$ cat config.mk
export PLATFORM = sky130hd
export DESIGN_NAME = mc_control_fsm_flat
export DESIGN_NICKNAME = d
export VERILOG_FILES = /design/src/rtl/mc_control_if.sv /design/src/rtl/mc_control_fsm.sv /design/src/flat_wrapper.sv
export SDC_FILE = /design/constraint.sdc
export NUM_CORES = 1
export LEC_CHECK = 0
export ABC_AREA = 1
export CORE_MARGIN = 5
export CORE_UTILIZATION = 50
export DETAILED_ROUTE_END_ITERATION = 8
export PLACE_DENSITY_LB_ADDON = 0.1
export SLEW_MARGIN = 20
export SYNTH_ARGS = -nofsm -noshare
export SYNTH_HDL_FRONTEND = slang
export SYNTH_SLANG_ARGS = --single-unit
$ cat constraint.sdc
create_clock -name clk -period 2.7 [get_ports clk]
set_clock_uncertainty 0.2 [all_clocks]
set_input_delay 0.405 -clock clk [delete_from_list [all_inputs] [get_ports clk]]
set_output_delay 0.405 -clock clk [all_outputs]
set_load 0.02 [all_outputs]
$ cat src/rtl/mc_control_if.sv
// Control bundle between the multicycle controller (master) and the MIPS-style
// datapath (slave): instruction/status inputs, mux selects, write enables, debug.
interface mc_control_if #(
  parameter int OP_W  = 4,
  parameter int CNT_W = 32
);
  logic [OP_W-1:0]  op;
  logic             zero;
  logic             mem_ready;
  logic             stall;
  logic [1:0]       pc_src;
  logic             pc_write;
  logic             ior_d;
  logic             mem_read;
  logic             mem_write;
  logic             ir_write;
  logic             reg_write;
  logic             reg_dst;
  logic             mem_to_reg;
  logic             alu_src_a;
  logic [2:0]       alu_src_b;
  logic [1:0]       alu_op;
  logic             trap;
  logic [3:0]       state;
  logic [CNT_W-1:0] retired;

  modport master (
    input  op, zero, mem_ready, stall,
    output pc_src, pc_write, ior_d, mem_read, mem_write, ir_write, reg_write,
           reg_dst, mem_to_reg, alu_src_a, alu_src_b, alu_op, trap, state, retired
  );

  modport slave (
    output op, zero, mem_ready, stall,
    input  pc_src, pc_write, ior_d, mem_read, mem_write, ir_write, reg_write,
           reg_dst, mem_to_reg, alu_src_a, alu_src_b, alu_op, trap, state, retired
  );
endinterface

$ cat src/rtl/mc_control_fsm.sv
// Multicycle controller: sequences fetch/decode/execute/memory/writeback with
// memory wait states, branch resolution, global stall, illegal-op trap, retire count.
module mc_control_fsm #(
  parameter int OP_W          = 4,
  parameter int CNT_W         = 32,
  parameter int MEM_HANDSHAKE = 1
) (
  input logic          clk,
  input logic          reset,
  mc_control_if.master bus
);

  typedef enum logic [3:0] {
    S_FETCH   = 4'd0,
    S_DECODE  = 4'd1,
    S_EXEC_R  = 4'd2,
    S_EXEC_I  = 4'd3,
    S_EXEC_IZ = 4'd4,
    S_EXEC_B  = 4'd5,
    S_EXEC_J  = 4'd6,
    S_ADDR    = 4'd7,
    S_MEM_RD  = 4'd8,
    S_MEM_WR  = 4'd9,
    S_WB_ALU  = 4'd10,
    S_WB_MEM  = 4'd11,
    S_TRAP    = 4'd15
  } state_t;

  typedef enum logic [2:0] {C_R, C_B, C_J, C_I, C_IZ, C_LD, C_ST, C_ILL} op_class_t;

  state_t           state_q, state_d;
  logic [CNT_W-1:0] retired_q;
  logic [OP_W-1:0]  op;
  op_class_t        op_class;
  logic             ready;

  assign op    = bus.op;
  assign ready = (MEM_HANDSHAKE == 0) || bus.mem_ready;

  // Only the low nibble is decoded; any set bit above it makes the opcode illegal.
  always_comb begin
    op_class = C_ILL;
    if ((op >> 4) == '0) begin
      case (op[3:0])
        4'b1000, 4'b1100, 4'b1011, 4'b1111:                   op_class = C_R;
        4'b0100, 4'b0101:                                     op_class = C_B;
        4'b0011:                                              op_class = C_J;
        4'b1001, 4'b1010, 4'b1101, 4'b1110, 4'b0111, 4'b0110: op_class = C_I;
        4'b0000:                                              op_class = C_IZ;
        4'b0001:                                              op_class = C_LD;
        4'b0010:                                              op_class = C_ST;
        default:                                              op_class = C_ILL;
      endcase
    end
  end

  // NOTE: every output and state_d gets a default first so no path infers a latch.
  always_comb begin
    state_d        = state_q;
    bus.pc_src     = 2'b00;
    bus.pc_write   = 1'b0;
    bus.ior_d      = 1'b0;
    bus.mem_read   = 1'b0;
    bus.mem_write  = 1'b0;
    bus.ir_write   = 1'b0;
    bus.reg_write  = 1'b0;
    bus.reg_dst    = 1'b0;
    bus.mem_to_reg = 1'b0;
    bus.alu_src_a  = 1'b0;
    bus.alu_src_b  = 3'b000;
    bus.alu_op     = 2'b00;
    bus.trap       = 1'b0;

    case (state_q)
      S_FETCH: begin
        bus.mem_read  = 1'b1;
        bus.alu_src_b = 3'b001;
        if (ready) begin
          bus.ir_write = 1'b1;
          bus.pc_write = 1'b1;
          state_d      = S_DECODE;
        end
      end
      S_DECODE: begin
        bus.alu_src_b = 3'b010;
        case (op_class)
          C_R:        state_d = S_EXEC_R;
          C_I:        state_d = S_EXEC_I;
          C_IZ:       state_d = S_EXEC_IZ;
          C_B:        state_d = S_EXEC_B;
          C_J:        state_d = S_EXEC_J;
          C_LD, C_ST: state_d = S_ADDR;
          default:    state_d = S_TRAP;
        endcase
      end
      S_EXEC_R: begin
        bus.alu_src_a = 1'b1;
        bus.alu_op    = 2'b10;
        state_d       = S_WB_ALU;
      end
      S_EXEC_I: begin
        bus.alu_src_a = 1'b1;
        bus.alu_src_b = 3'b100;
        bus.alu_op    = 2'b11;
        state_d       = S_WB_ALU;
      end
      S_EXEC_IZ: begin
        bus.alu_src_a = 1'b1;
        bus.alu_src_b = 3'b011;
        bus.alu_op    = 2'b11;
        state_d       = S_WB_ALU;
      end
      S_EXEC_B: begin
        bus.alu_src_a = 1'b1;
        bus.alu_op    = 2'b01;
        bus.pc_src    = 2'b01;
        // op[0] separates bne (taken on nonzero) from beq (taken on zero).
        bus.pc_write  = op[0] ? !bus.zero : bus.zero;
        state_d       = S_FETCH;
      end
      S_EXEC_J: begin
        bus.pc_src   = 2'b10;
        bus.pc_write = 1'b1;
        state_d      = S_FETCH;
      end
      S_ADDR: begin
        bus.alu_src_a = 1'b1;
        bus.alu_src_b = 3'b100;
        state_d       = (op_class == C_ST) ? S_MEM_WR : S_MEM_RD;
      end
      S_MEM_RD: begin
        bus.ior_d    = 1'b1;
        bus.mem_read = 1'b1;
        if (ready) state_d = S_WB_MEM;
      end
      S_MEM_WR: begin
        bus.ior_d     = 1'b1;
        bus.mem_write = 1'b1;
        if (ready) state_d = S_FETCH;
      end
      S_WB_ALU: begin
        bus.reg_write = 1'b1;
        bus.reg_dst   = (op_class != C_R);
        state_d       = S_FETCH;
      end
      S_WB_MEM: begin
        bus.reg_write  = 1'b1;
        bus.mem_to_reg = 1'b1;
        bus.reg_dst    = 1'b1;
        state_d        = S_FETCH;
      end
      S_TRAP: bus.trap = 1'b1;
      default: state_d = S_FETCH;
    endcase

    // Stall wins over memory completion: state holds and the access re-issues later.
    if (bus.stall) begin
      state_d       = state_q;
      bus.pc_write  = 1'b0;
      bus.ir_write  = 1'b0;
      bus.mem_write = 1'b0;
      bus.reg_write = 1'b0;
    end
    if (reset) begin
      bus.pc_write  = 1'b0;
      bus.ir_write  = 1'b0;
      bus.mem_write = 1'b0;
      bus.reg_write = 1'b0;
      bus.mem_read  = 1'b0;
    end
  end

  // NOTE: state registers use non-blocking assignments so every flop samples pre-edge values.
  always_ff @(posedge clk) begin
    if (reset) begin
      state_q   <= S_FETCH;
      retired_q <= '0;
    end else begin
      state_q <= state_d;
      if (state_d == S_FETCH && state_q != S_FETCH)
        retired_q <= retired_q + CNT_W'(1);
    end
  end

  assign bus.state   = state_q;
  assign bus.retired = retired_q;

endmodule

$ cat src/flat_wrapper.sv
// flat-port wrapper written by rule: the top's interface ports become plain ports
module mc_control_fsm_flat 
#(
  parameter int OP_W          = 4,
  parameter int CNT_W         = 32,
  parameter int MEM_HANDSHAKE = 1
)
  (clk, reset, bus_op, bus_zero, bus_mem_ready, bus_stall, bus_pc_src, bus_pc_write, bus_ior_d, bus_mem_read, bus_mem_write, bus_ir_write, bus_reg_write, bus_reg_dst, bus_mem_to_reg, bus_alu_src_a, bus_alu_src_b, bus_alu_op, bus_trap, bus_state, bus_retired);
  mc_control_if #(.OP_W(OP_W), .CNT_W(CNT_W)) bus_i ();
  input logic clk;
  input logic reset;
  input wire logic [$bits(bus_i.op)-1:0] bus_op;
  input wire logic [$bits(bus_i.zero)-1:0] bus_zero;
  input wire logic [$bits(bus_i.mem_ready)-1:0] bus_mem_ready;
  input wire logic [$bits(bus_i.stall)-1:0] bus_stall;
  output wire logic [$bits(bus_i.pc_src)-1:0] bus_pc_src;
  output wire logic [$bits(bus_i.pc_write)-1:0] bus_pc_write;
  output wire logic [$bits(bus_i.ior_d)-1:0] bus_ior_d;
  output wire logic [$bits(bus_i.mem_read)-1:0] bus_mem_read;
  output wire logic [$bits(bus_i.mem_write)-1:0] bus_mem_write;
  output wire logic [$bits(bus_i.ir_write)-1:0] bus_ir_write;
  output wire logic [$bits(bus_i.reg_write)-1:0] bus_reg_write;
  output wire logic [$bits(bus_i.reg_dst)-1:0] bus_reg_dst;
  output wire logic [$bits(bus_i.mem_to_reg)-1:0] bus_mem_to_reg;
  output wire logic [$bits(bus_i.alu_src_a)-1:0] bus_alu_src_a;
  output wire logic [$bits(bus_i.alu_src_b)-1:0] bus_alu_src_b;
  output wire logic [$bits(bus_i.alu_op)-1:0] bus_alu_op;
  output wire logic [$bits(bus_i.trap)-1:0] bus_trap;
  output wire logic [$bits(bus_i.state)-1:0] bus_state;
  output wire logic [$bits(bus_i.retired)-1:0] bus_retired;
  assign bus_i.op = bus_op;
  assign bus_i.zero = bus_zero;
  assign bus_i.mem_ready = bus_mem_ready;
  assign bus_i.stall = bus_stall;
  assign bus_pc_src = bus_i.pc_src;
  assign bus_pc_write = bus_i.pc_write;
  assign bus_ior_d = bus_i.ior_d;
  assign bus_mem_read = bus_i.mem_read;
  assign bus_mem_write = bus_i.mem_write;
  assign bus_ir_write = bus_i.ir_write;
  assign bus_reg_write = bus_i.reg_write;
  assign bus_reg_dst = bus_i.reg_dst;
  assign bus_mem_to_reg = bus_i.mem_to_reg;
  assign bus_alu_src_a = bus_i.alu_src_a;
  assign bus_alu_src_b = bus_i.alu_src_b;
  assign bus_alu_op = bus_i.alu_op;
  assign bus_trap = bus_i.trap;
  assign bus_state = bus_i.state;
  assign bus_retired = bus_i.retired;
  mc_control_fsm #(.OP_W(OP_W), .CNT_W(CNT_W), .MEM_HANDSHAKE(MEM_HANDSHAKE)) u_core (.clk(clk), .reset(reset), .bus(bus_i));
endmodule
==> impl_metrics.tcl <==
set metrics [dict create \
    status "finished, final reports clean" \
    post-route-drc-count 0 \
    final_common_cell "nand2_1" \
    tns_ns 0 \
    io_pins 62 \
    final_max_slew_viol_count 0 \
    gr-total-overflow 0 \
    drive_gt1_frac 0.102 \
    worstSetupStartpointType "input pin" \
    numCtsBuffers 5 \
    period_share 0.948 \
    rows 25 \
    maxCapViolCount 0 \
    min_period_ns 2.56 \
    vias_per_cell 5.34 \
    utilization 0.715 \
    cts_max_level 2 \
    design_area_mm2 0.00342 \
    core_mm2 0.00479 \
    syn_avg_cell_area_um2 6.28 \
    rsz0062_at_grt "false" \
    ys_seq_elements 36 \
    dieHeight_um 80.8 \
    cp.arrival_ns 1.95 \
    clk_pin_slew_ns 0.07 \
    ys_seq_area_frac 0.288 \
    final_cell_mix "nand2_1 (102), clkdlybuf4s50_1 (58), nand3_1 (47)" \
    syn_inst 399 \
    fill_cells 451 \
    wl_met3_um 384 \
    port_buffers 61 \
    finalHoldViolations 0 \
    wl_met2_mm 3.56 \
    wl_met1_mm 3.21 \
    drt_pass1_iterations 4 \
    initial_core_util 0.524 \
    leakage_nw 1.35 \
    worstPathRequired_ns 2.10 \
    worstMarginPinSlew_ns 0.464 \
    wl_mm 7.25 \
    worstSkewPairLatency_ns 0.29 \
    antenna_found_initial 0 \
    max_slew_margin 0.689 \
    synth_nets 411 \
    ys_warn_count 0 \
    gp_congestion 0.928 \
    path_max_fanout 4 \
    hold_path.class "register to register" \
    vias 2872 \
    grt_pass1_vias 2677 \
    hpwl_mm 5.60 \
    cts.sinks 36 \
    syn_to_final_growth_pct 36.5 \
    place_inst 529 \
    die-width_um 80.8 \
    fin_nets 482 \
    drt-wirelength-per-cell_um 13.5 \
    dieArea_mm2 0.00653 \
    clockBufferDepth 2 \
    top_layer "met4" \
    syn_area_mm2 0.00251 \
    setup_viol 0 \
    power.density_mw_per_mm2 384 \
    track_usage 0.232 \
    grt_pass1_wl_mm 12.1 \
    crit_type "input pin to primary output" \
    drtIter0Drc 172 \
    ir_drop_mv 0.341 \
    ant_nets 0 \
    grt_max_degree 37 \
    fin_cells 538 \
    clock-root-buffer "clkbuf_8" \
    diodes 0 \
    cts_tree "yes" \
    postPlaceCellArea_mm2 0.00329 \
    cp-end-kind "primary output" \
    synth_cell_type_count 27 \
    clock.fmax_ghz 0.391 \
]
-- final timing paths --
path	startpoint	end	slack, ns	depth (start not counted)
worst min register to register	u_core.bus.retired[31]$_SDFFE_PP0P_	u_core.bus.retired[31]$_SDFFE_PP0P_	0.30	2
worst min-delay path	u_core.bus.retired[31]$_SDFFE_PP0P_	u_core.bus.retired[31]$_SDFFE_PP0P_	0.30	2
worst max register to register	u_core.bus.retired[1]$_SDFFE_PP0P_	u_core.bus.retired[30]$_SDFFE_PP0P_	0.52	9
worst max-delay path	bus_op[1]	bus_reg_dst	0.14	9
-- layout make-up --
cell class	instances	area (µm²)	area share
inverters	36	135	0.0395
repair buffers	78	787	0.230
clock inverters	2	13.8	0.00402
multi-input cells	313	1600	0.466
flip-flops and latches	36	724	0.212
clock buffers	6	82.6	0.0241
well taps	67	83.8	0.0245
-- power breakdown --
group	internal [mW]	total (mW)	switching, mW
logic	0.147	0.351	0.205
clock network	0.209	0.411	0.202
registers	0.539	0.553	0.0146
total	0.894	1.32	0.421
-- synth_stat cells --
cell	count	area, µm²
o21ai_0	1	5.00
nand3_2	2	20.0
ha_1	3	37.5
inv_1	32	120
xnor2_1	13	114
a31oi_1	1	6.26
nor2_1	41	154
o21ai_2	1	8.76
nor3_1	20	100
dfxtp_1	36	721
nand2_1	105	394
nand2_2	2	12.5
inv_2	4	15.0
nor2_4	2	22.5
o21bai_1	1	7.51
o22ai_1	1	6.26
nand3_1	47	235
clkbuf_1	4	15.0
buf_2	7	35.0
buf_4	3	22.5
o21ai_1	1	5.00
nor2_2	3	18.8
xor2_1	18	158
a21oi_1	39	195
nand4_1	9	56.3
or2_2	1	6.26
nand3b_1	2	15.0
-- critical path, cell delays in order --
cell and delay [ns]:
clkdlybuf4s50_1 0.49, inv_1 0.05, ha_1 0.27, nand2_2 0.09
nand2_1 0.08, nand2_1 0.07, inv_1 0.04, a31oi_1 0.10
dlygate4sd2_1 0.35
-- cells by family (layout without fill, tap and decap cells) --
kind of cell | Yosys count | count (layout) | share of synthesized area
AOI/OAI and AO/OA | 45 | 45 | 0.0934
xor gates and xnor gates | 31 | 31 | 0.108
DFF | 36 | 36 | 0.288
buffers and inverters | 50 | 122 | 0.0829
adders and majority gates | 3 | 3 | 0.0150
and+or+nand+nor | 234 | 234 | 0.413
-- metrics by stage --
step / setup WS (ns) / power (mW) / hold WS (ns)
2_1_floorplan: 0.379 / 0.762 / 0.358
3_3_place_gp: -0.124 / 0.898 / 0.278
3_5_place_dp: -0.193 / 0.903 / 0.294
4_1_cts: 0.0186 / 1.32 / 0.303
5_1_grt: 0.00223 / 1.39 / 0.314
6_report: 0.140 / 1.32 / 0.302
-- registers in the layout, indices dropped and copies added (netlist names) --
signal,count
u_core.bus.retired,32
u_core.bus.state,4
-- per-layer routing --
metal | vias up | track usage
li1 | 1436 | -
met1 | 1312 | 0.291
met2 | 112 | 0.402
met3 | 12 | 0.0443
met4 | 0 | 0.0676
met5 | - | 0
-- repair_timing --
action | 4_1_cts | 5_1_grt
pin swaps | 0 | 2
gates resized for setup | 1 | 13
hold buffers | 0 | 0
setup buffers | 0 | 1
endpoints found under the setup margin | 1 | 37
No activity file was read; power rests on OpenSTA's default activity.
